[src/rtl/timer_intc.sv]
// Memory-mapped countdown timer with sticky expiry status and registered interrupt.
// Optional watchdog reset pulse on overrun when TIMER_WDT_EN is defined.
module timer_intc #(
    parameter int unsigned WIDTH    = 32,
    parameter int unsigned PRESCALE = 1
) (
    input  logic        clk,
    input  logic        rst,
    input  logic [1:0]  a,
    input  logic        we,
    input  logic [31:0] wd,
    output logic [31:0] rd,
    output logic        irq
`ifdef TIMER_WDT_EN
    ,
    output logic        wdt_rst
`endif
);

    localparam int unsigned PW = (PRESCALE > 1) ? $clog2(PRESCALE) : 1;
    localparam logic [PW-1:0] PRESC_MAX = PW'(PRESCALE - 1);

    logic             en_q, auto_q, ie_q;
    logic [WIDTH-1:0] load_q, count_q;
    logic             exp_q, ovr_q;
    logic [PW-1:0]    presc_q;

    logic             ctrl_we, load_we, sts_we;
    logic             tick, expire;
    logic             en_next, auto_next, ie_next;
    logic             exp_next, ovr_next;
    logic [WIDTH-1:0] load_next, count_next;
    logic [PW-1:0]    presc_next;

    always_comb begin
        ctrl_we = we && (a == 2'd0);
        load_we = we && (a == 2'd1);
        sts_we  = we && (a == 2'd3);
        tick    = en_q && (presc_q == PRESC_MAX);
        // A LOAD write in the same cycle swallows the tick entirely.
        expire  = tick && !load_we && (count_q == WIDTH'(1));
    end

    always_comb begin
        en_next    = en_q;
        auto_next  = auto_q;
        ie_next    = ie_q;
        load_next  = load_q;
        count_next = count_q;
        presc_next = presc_q;

        if (expire && !auto_q)
            en_next = 1'b0;
        if (ctrl_we) begin
            en_next   = wd[0];
            auto_next = wd[1];
            ie_next   = wd[2];
        end

        if (load_we) begin
            load_next  = wd[WIDTH-1:0];
            count_next = wd[WIDTH-1:0];
        end else if (expire) begin
            count_next = auto_q ? load_q : '0;
        end else if (tick && (count_q > WIDTH'(1))) begin
            count_next = count_q - WIDTH'(1);
        end

        if (load_we || (ctrl_we && wd[0]) || !en_q || tick)
            presc_next = '0;
        else
            presc_next = presc_q + PW'(1);

        // Expiry beats a simultaneous write-1-to-clear.
        exp_next = (exp_q & ~(sts_we & wd[0])) | expire;
        ovr_next = (ovr_q & ~(sts_we & wd[1])) | (expire & exp_q);
    end

    always_ff @(posedge clk) begin
        if (rst) begin
            en_q    <= 1'b0;
            auto_q  <= 1'b0;
            ie_q    <= 1'b0;
            load_q  <= '0;
            count_q <= '0;
            presc_q <= '0;
            exp_q   <= 1'b0;
            ovr_q   <= 1'b0;
            irq     <= 1'b0;
        end else begin
            en_q    <= en_next;
            auto_q  <= auto_next;
            ie_q    <= ie_next;
            load_q  <= load_next;
            count_q <= count_next;
            presc_q <= presc_next;
            exp_q   <= exp_next;
            ovr_q   <= ovr_next;
            irq     <= exp_next & ie_next;
        end
    end

`ifdef TIMER_WDT_EN
    always_ff @(posedge clk) begin
        if (rst)
            wdt_rst <= 1'b0;
        else
            wdt_rst <= expire & exp_q;
    end
`endif

    always_comb begin
        rd = '0;
        case (a)
            2'd0: rd = {29'd0, ie_q, auto_q, en_q};
            2'd1: rd = 32'(load_q);
            2'd2: rd = 32'(count_q);
            2'd3: rd = {30'd0, ovr_q, exp_q};
            default: rd = '0;
        endcase
    end

endmodule

[config.mk]
export PLATFORM = sky130hd
export DESIGN_NAME = timer_intc
export DESIGN_NICKNAME = d
export VERILOG_FILES = /design/src/rtl/timer_intc.sv
export SDC_FILE = /design/constraint.sdc
export NUM_CORES = 1
export LEC_CHECK = 0
export CELL_PAD_IN_SITES_DETAIL_PLACEMENT = 1
export CELL_PAD_IN_SITES_GLOBAL_PLACEMENT = 2
export CORE_MARGIN = 2
export CORE_UTILIZATION = 30
export CTS_CLUSTER_DIAMETER = 200
export DETAILED_ROUTE_END_ITERATION = 8
export PLACE_DENSITY_LB_ADDON = 0.05
export RECOVER_POWER = 50
export SYNTH_ARGS = -nofsm -noshare
export SYNTH_HDL_FRONTEND = slang
export SYNTH_SLANG_ARGS = --single-unit
[constraint.sdc]
create_clock -name clk -period 5.55 [get_ports clk]
set_input_delay 1.11 -clock clk [delete_from_list [all_inputs] [get_ports clk]]
set_output_delay 1.11 -clock clk [all_outputs]
set_load 0.02 [all_outputs]
; After elaboration in Yosys (flattened, before gate mapping)
; Cells that the tools add are included.
[totals]
out_inout_bits = 33
inputBits = 37
elab_cells = 54
reg_bits = 71
[classes]
n_bitwise = 11
addsub = 2
mux = 8
reduce_logical = 19
magnitude_cmp = 1
n_eq_ne = 4
[op_table]
columns = operator, count
row1 = 2-to-1 mux 32 bit, 4
row2 = one-hot mux 32 bit (4 select lines), 1
row3 = "== test 32 x 1 -> 1 bit, second input constant", 1
row4 = "> comparator 32 x 1 -> 1 bit, second input constant", 1
row5 = "subtractor 32 x 1 -> 32 bit, second input constant", 1
row6 = logical AND 1 bit, 9
row7 = bitwise AND 1 bit, 6
row8 = "== test 2 bit, second input constant", 2
row9 = logical NOT 1 bit, 3
row10 = logical OR 1 bit, 3
row11 = 2-to-1 mux 1 bit, 3
row12 = inverter 1 bit, 3
row13 = nonzero test 3 bit, 1
row14 = "== test 2 x 1 -> 1 bit, second input constant", 1
row15 = logical NOT 2 bit, 1
row16 = bitwise OR 1 bit, 2
row17 = nonzero test 2 bit, 1
row18 = OR reduction 2 bit, 1
row19 = "adder 1 bit, second input constant", 1

; Depth between registers and ports, before layout
[logic_depth]
depth_word = 8
depth_mapped = 11

; Worst setup path before layout
; No wires, ideal clock.
[synth_path]
path_kind = input to output
from = input a[1]
to = output rd[12]
path_stages = 5
path_buffers = 3
slack_ns = 1.958
t_arrival_ns = 2.482
t_required_ns = 4.440
cell_sequence = clkbuf_1 -> nor2b_1 -> clkbuf_1 -> buf_1 -> a22o_1
[synth_between]
elab_chain_len = 2
word_cells_on_any_way = 5
cone_classes = eq/ne: 3 / mux: 1 / reduce/logical: 1
[synth_rtl]
columns = item, line
row1 = from (decl), 9  ; input logic [1:0] a,
row2 = "== test 2 bit, or another cell as far along", 114  ; case (a)
row3 = one-hot mux 32 bit (4 select lines) *, 114
row4 = to (decl), 12  ; output logic [31:0] rd,
; Every way passes the cells marked *; elsewhere a longest branch is shown, timed or not.

; Worst setup path in the final report
[layout_path]
from = input a[0]
to = output rd[21]
; The elaborated chain is that of the path after synthesis.

==> metrics.md <==
| Metric | Value |
|---|---|
| LEAKAGE | 1.79 nW |
| Area delta synth->final | 25.9% |
| Post-Synth Adder-Cell Area | 0.00605 |
| Starting density of the core | 0.310 |
| R2R Path Start | count_q[0]$_SDFFE_PP0P_ |
| Max frequency | 0.208 GHz |
| Int Pwr | 0.00101 W |
| Die Area | 0.0147 mm² |
| Pwr/cell area | 289 mW/mm² |
| Worst Tran Pin Value | 1.36 ns |
| H-tree levels | 3 |
| Design area | 0.00521 mm² |
| Final WS setup | 0.747 ns |
| Synth Area per Inst | 7.75 µm² |
| Area share of xor/xnor cells in the synthesized design | 0.0148 |
| DP HPWL | 10800 µm |
| Most common cell after layout, fill and taps aside | nand2_1 |
| Post-synth EDFFs | 0 |
| Clk pwr share | 0.371 |
| Final net count | 623 |
| Drc violations | 0 |
| Final critical path time including I/O delays and setup | 4.80 ns |
| Number of max-cap violations | 0 |
| Part of the power in registers | 0.379 |
| Biggest regs | count_q (32), load_q (32) |
| Gate Count Post-Synth | 534 |
| Post-synthesis mux area share | 0.0181 |
| First-pass GRT wire length | 24800 µm |
| Number of global-route vias before repair | 4477 |
| Via count | 4300 |
| Multi-input gate area | 0.00249 mm² |
| Die Wd | 121 µm |
| CTS tree | built |
| DP Area | 0.00495 mm² |
| GRT overflow | 0 |
| Compound-Gate Fraction of Synth Area | 0.298 |
| Most frequent cells in the layout | nand2_1 (93), dfxtp_1 (71), clkdlybuf4s50_1 (66), a21oi_1 (54), o21ai_0 (30) |
| Clk sinks | 71 |
| Gr usage total | 0.219 |
| Row cnt | 42 |
| Sequential fraction of the synthesis area | 0.344 |
| IO Count | 70 |
| Share of cells above drive strength 1 | 0.0764 |
| Final TNS setup | 0 ns |
| Initial antenna violation count | 0 |
| Net Sw Frac | 0.327 |
| Syn Nets | 573 |
| Detail Route Antenna Nets | 0 |
| Final core occ | 0.390 |
| Largest net degree at the start of global routing | 61 |
| Drt first pass iters | 4 |
| Synthesized cell area | 0.00414 mm² |
| R2R Path End | count_q[3]$_SDFFE_PP0P_ |
| Peak supply drop | 0.157 mV |
| Net switching power | 0.000493 W |
| Total CTS buffers | 9 |
| Post-synth ARST share | 0 |
| Setup CP Type | primary input to output pin |
| CP endpoint | rd[21] |
| Slew HR | 0.0914 |
| Gate power share | 0.250 |
| Fin. Hold Viols | 0 |
| Layout Skew | 0.00754 ns |
| CP max FO | 14 |
| Post-synthesis register bit count | 71 |
| CORE AREA | 0.0133 mm² |
| Cell variety after synth | 67 |
| FF-to-FF setup slack | 1.45 ns |
| RSZ-0062 raised after global routing | false |
| Dpl ws | 0.820 ns |
| Ys Warns | 0 |
| Final Max Slew Viols | 0 |
| Max clock buf depth | 2 |
| Worst-path clk slew | 0.05 ns |
| Main synth FF type | dfxtp_1 |
| Filler Cells Inserted | 1641 |
| Clock root buffer | clkbuf_16 |
| Routed length per instance | 20.6 µm |
| Final Cycle Share | 0.865 |
| Critical Path AT | 3.69 ns |
| Inserted Diodes | 0 |
| R2R cell count | 9 |
| Die H | 121 µm |
| CP Capture Type | output pin |
| Worst Setup SP | a[0] |
| CP Launch Type | primary input |
| Via-to-Cell Ratio | 5.62 |
| Post-CTS Setup Inserts | 0 |
| Largest family of logic cells by synthesized area | compound AO/OA/AOI/OAI gates |
| Post-cts hold buffer count | 0 |
| DRT iter0 DRCs | 190 |
| Post_cts resized | 0 |
| Buffers on Ports | 69 |
| Post-synthesis simple-gate area fraction | 0.264 |
| Status | completed |
| Register area | 0.00142 mm² |
| Routed WL | 15800 µm |
| Skew-Pair Late Insertion Delay | 0.35 ns |
| Hold Crit Class | register to register |
| Final setup violation count | 0 |
| CP Data Required Time | 4.44 ns |
| RePlAce Congestion | 0.828 |
-- worst max-delay path, cell delays in order --
cell             delay (ns)
dlygate4sd3_1          0.77
nor2b_2                0.75
buf_4                  0.30
a22o_1                 0.15
clkdlybuf4s50_1        0.60
-- cells in the mapped netlist (all sizes together), types with 2 or more instances --
master  count  area share
a21o        3      0.0054
inv         6      0.0054
o41ai       2      0.0088
or4b        2      0.0048
a31oi       4      0.0060
o211ai      7       0.013
and4        6       0.013
a221oi      8       0.017
or2         2      0.0030
nor2       27       0.024
nor4       15       0.027
a21boi      5      0.0091
dfxtp      71        0.34
a22oi       4      0.0073
ha          2      0.0060
a211o       2      0.0042
o21ai      35       0.042
a21oi      55       0.067
xnor2       3      0.0064
or4         4      0.0082
buf        15       0.023
xor2        4      0.0085
mux2i       3      0.0073
or3         7       0.012
mux4        2       0.011
nand2b      4      0.0067
and2        4      0.0060
nor3       16       0.021
clkbuf     29       0.026
and3        3      0.0045
a311oi      5       0.014
nor2b       4      0.0060
nand2      94       0.086
o22ai       5      0.0076
nand4       6      0.0091
nand3      16       0.019
a211oi      4      0.0073
nor4b       2      0.0042
a32o        2      0.0048
nand3b      2      0.0036
a22o       29       0.061
o32ai       4      0.0085
-- area by class of cell --
cell class | count | area share
clock inverters | 4 | 0.00384
flip-flops and latches | 71 | 0.273
repair buffers | 83 | 0.150
inverters | 6 | 0.00432
well taps | 176 | 0.0423
multi-input cells | 413 | 0.478
clock buffers | 12 | 0.0492
-- logic make-up (layout without fill, tap and decap cells) --
| kind of cell | Yosys count | count (layout) |
|---|---|---|
| fa+ha+maj | 2 | 2 |
| simple gates | 217 | 217 |
| xor+xnor | 7 | 7 |
| flops | 71 | 71 |
| compound gates | 181 | 181 |
| other cells | 1 | 1 |
| mux | 5 | 5 |
| buf+inv | 50 | 105 |
-- metrics by stage --
| step | hold slack [ns] | total power (W) | cells |
|---|---|---|---|
| 2_1_floorplan | 0.443 | 0.000825 | 534 |
| 3_3_place_gp | 0.456 | 0.000953 | 749 |
| 3_5_place_dp | 0.467 | 0.000958 | 749 |
| 4_1_cts | 0.474 | 0.00152 | 765 |
| 5_1_grt | 0.494 | 0.00158 | 765 |
| 6_report | 0.470 | 0.00151 | 765 |
-- power by group through the flow --
stage | Combinational, W | Clock, W | Sequential, W
after floorplan | 0.000261 | 0 | 0.000564
after global placement | 0.000371 | 0 | 0.000581
after detailed placement | 0.000377 | 0 | 0.000581
after CTS | 0.000379 | 0.000568 | 0.000570
after global routing | 0.000418 | 0.000587 | 0.000575
final | 0.000377 | 0.000558 | 0.000571
-- worst min-delay path by stage --
stage / startpoint / end / slack, ns / cells after the start
floorplan: load_q[0]$_SDFFE_PP0P_ / load_q[0]$_SDFFE_PP0P_ / 0.44 / 2
global placement: load_q[28]$_SDFFE_PP0P_ / load_q[28]$_SDFFE_PP0P_ / 0.46 / 2
detailed placement: load_q[26]$_SDFFE_PP0P_ / load_q[26]$_SDFFE_PP0P_ / 0.47 / 2
CTS: load_q[26]$_SDFFE_PP0P_ / load_q[26]$_SDFFE_PP0P_ / 0.47 / 2
global route: load_q[6]$_SDFFE_PP0P_ / load_q[6]$_SDFFE_PP0P_ / 0.49 / 2
finish: load_q[6]$_SDFFE_PP0P_ / load_q[6]$_SDFFE_PP0P_ / 0.47 / 2
-- metal layers --
metal	track usage	wire, µm	vias to the layer above	part of all wire
met4	0.0718	229	0	0.015
met5	0	0	-	0
li1	-	-	2089	-
met1	0.280	7400	2125	0.47
met3	0.0376	517	17	0.033
met2	0.373	7630	69	0.48
Note: power is estimated with default switching activity, not from simulation.
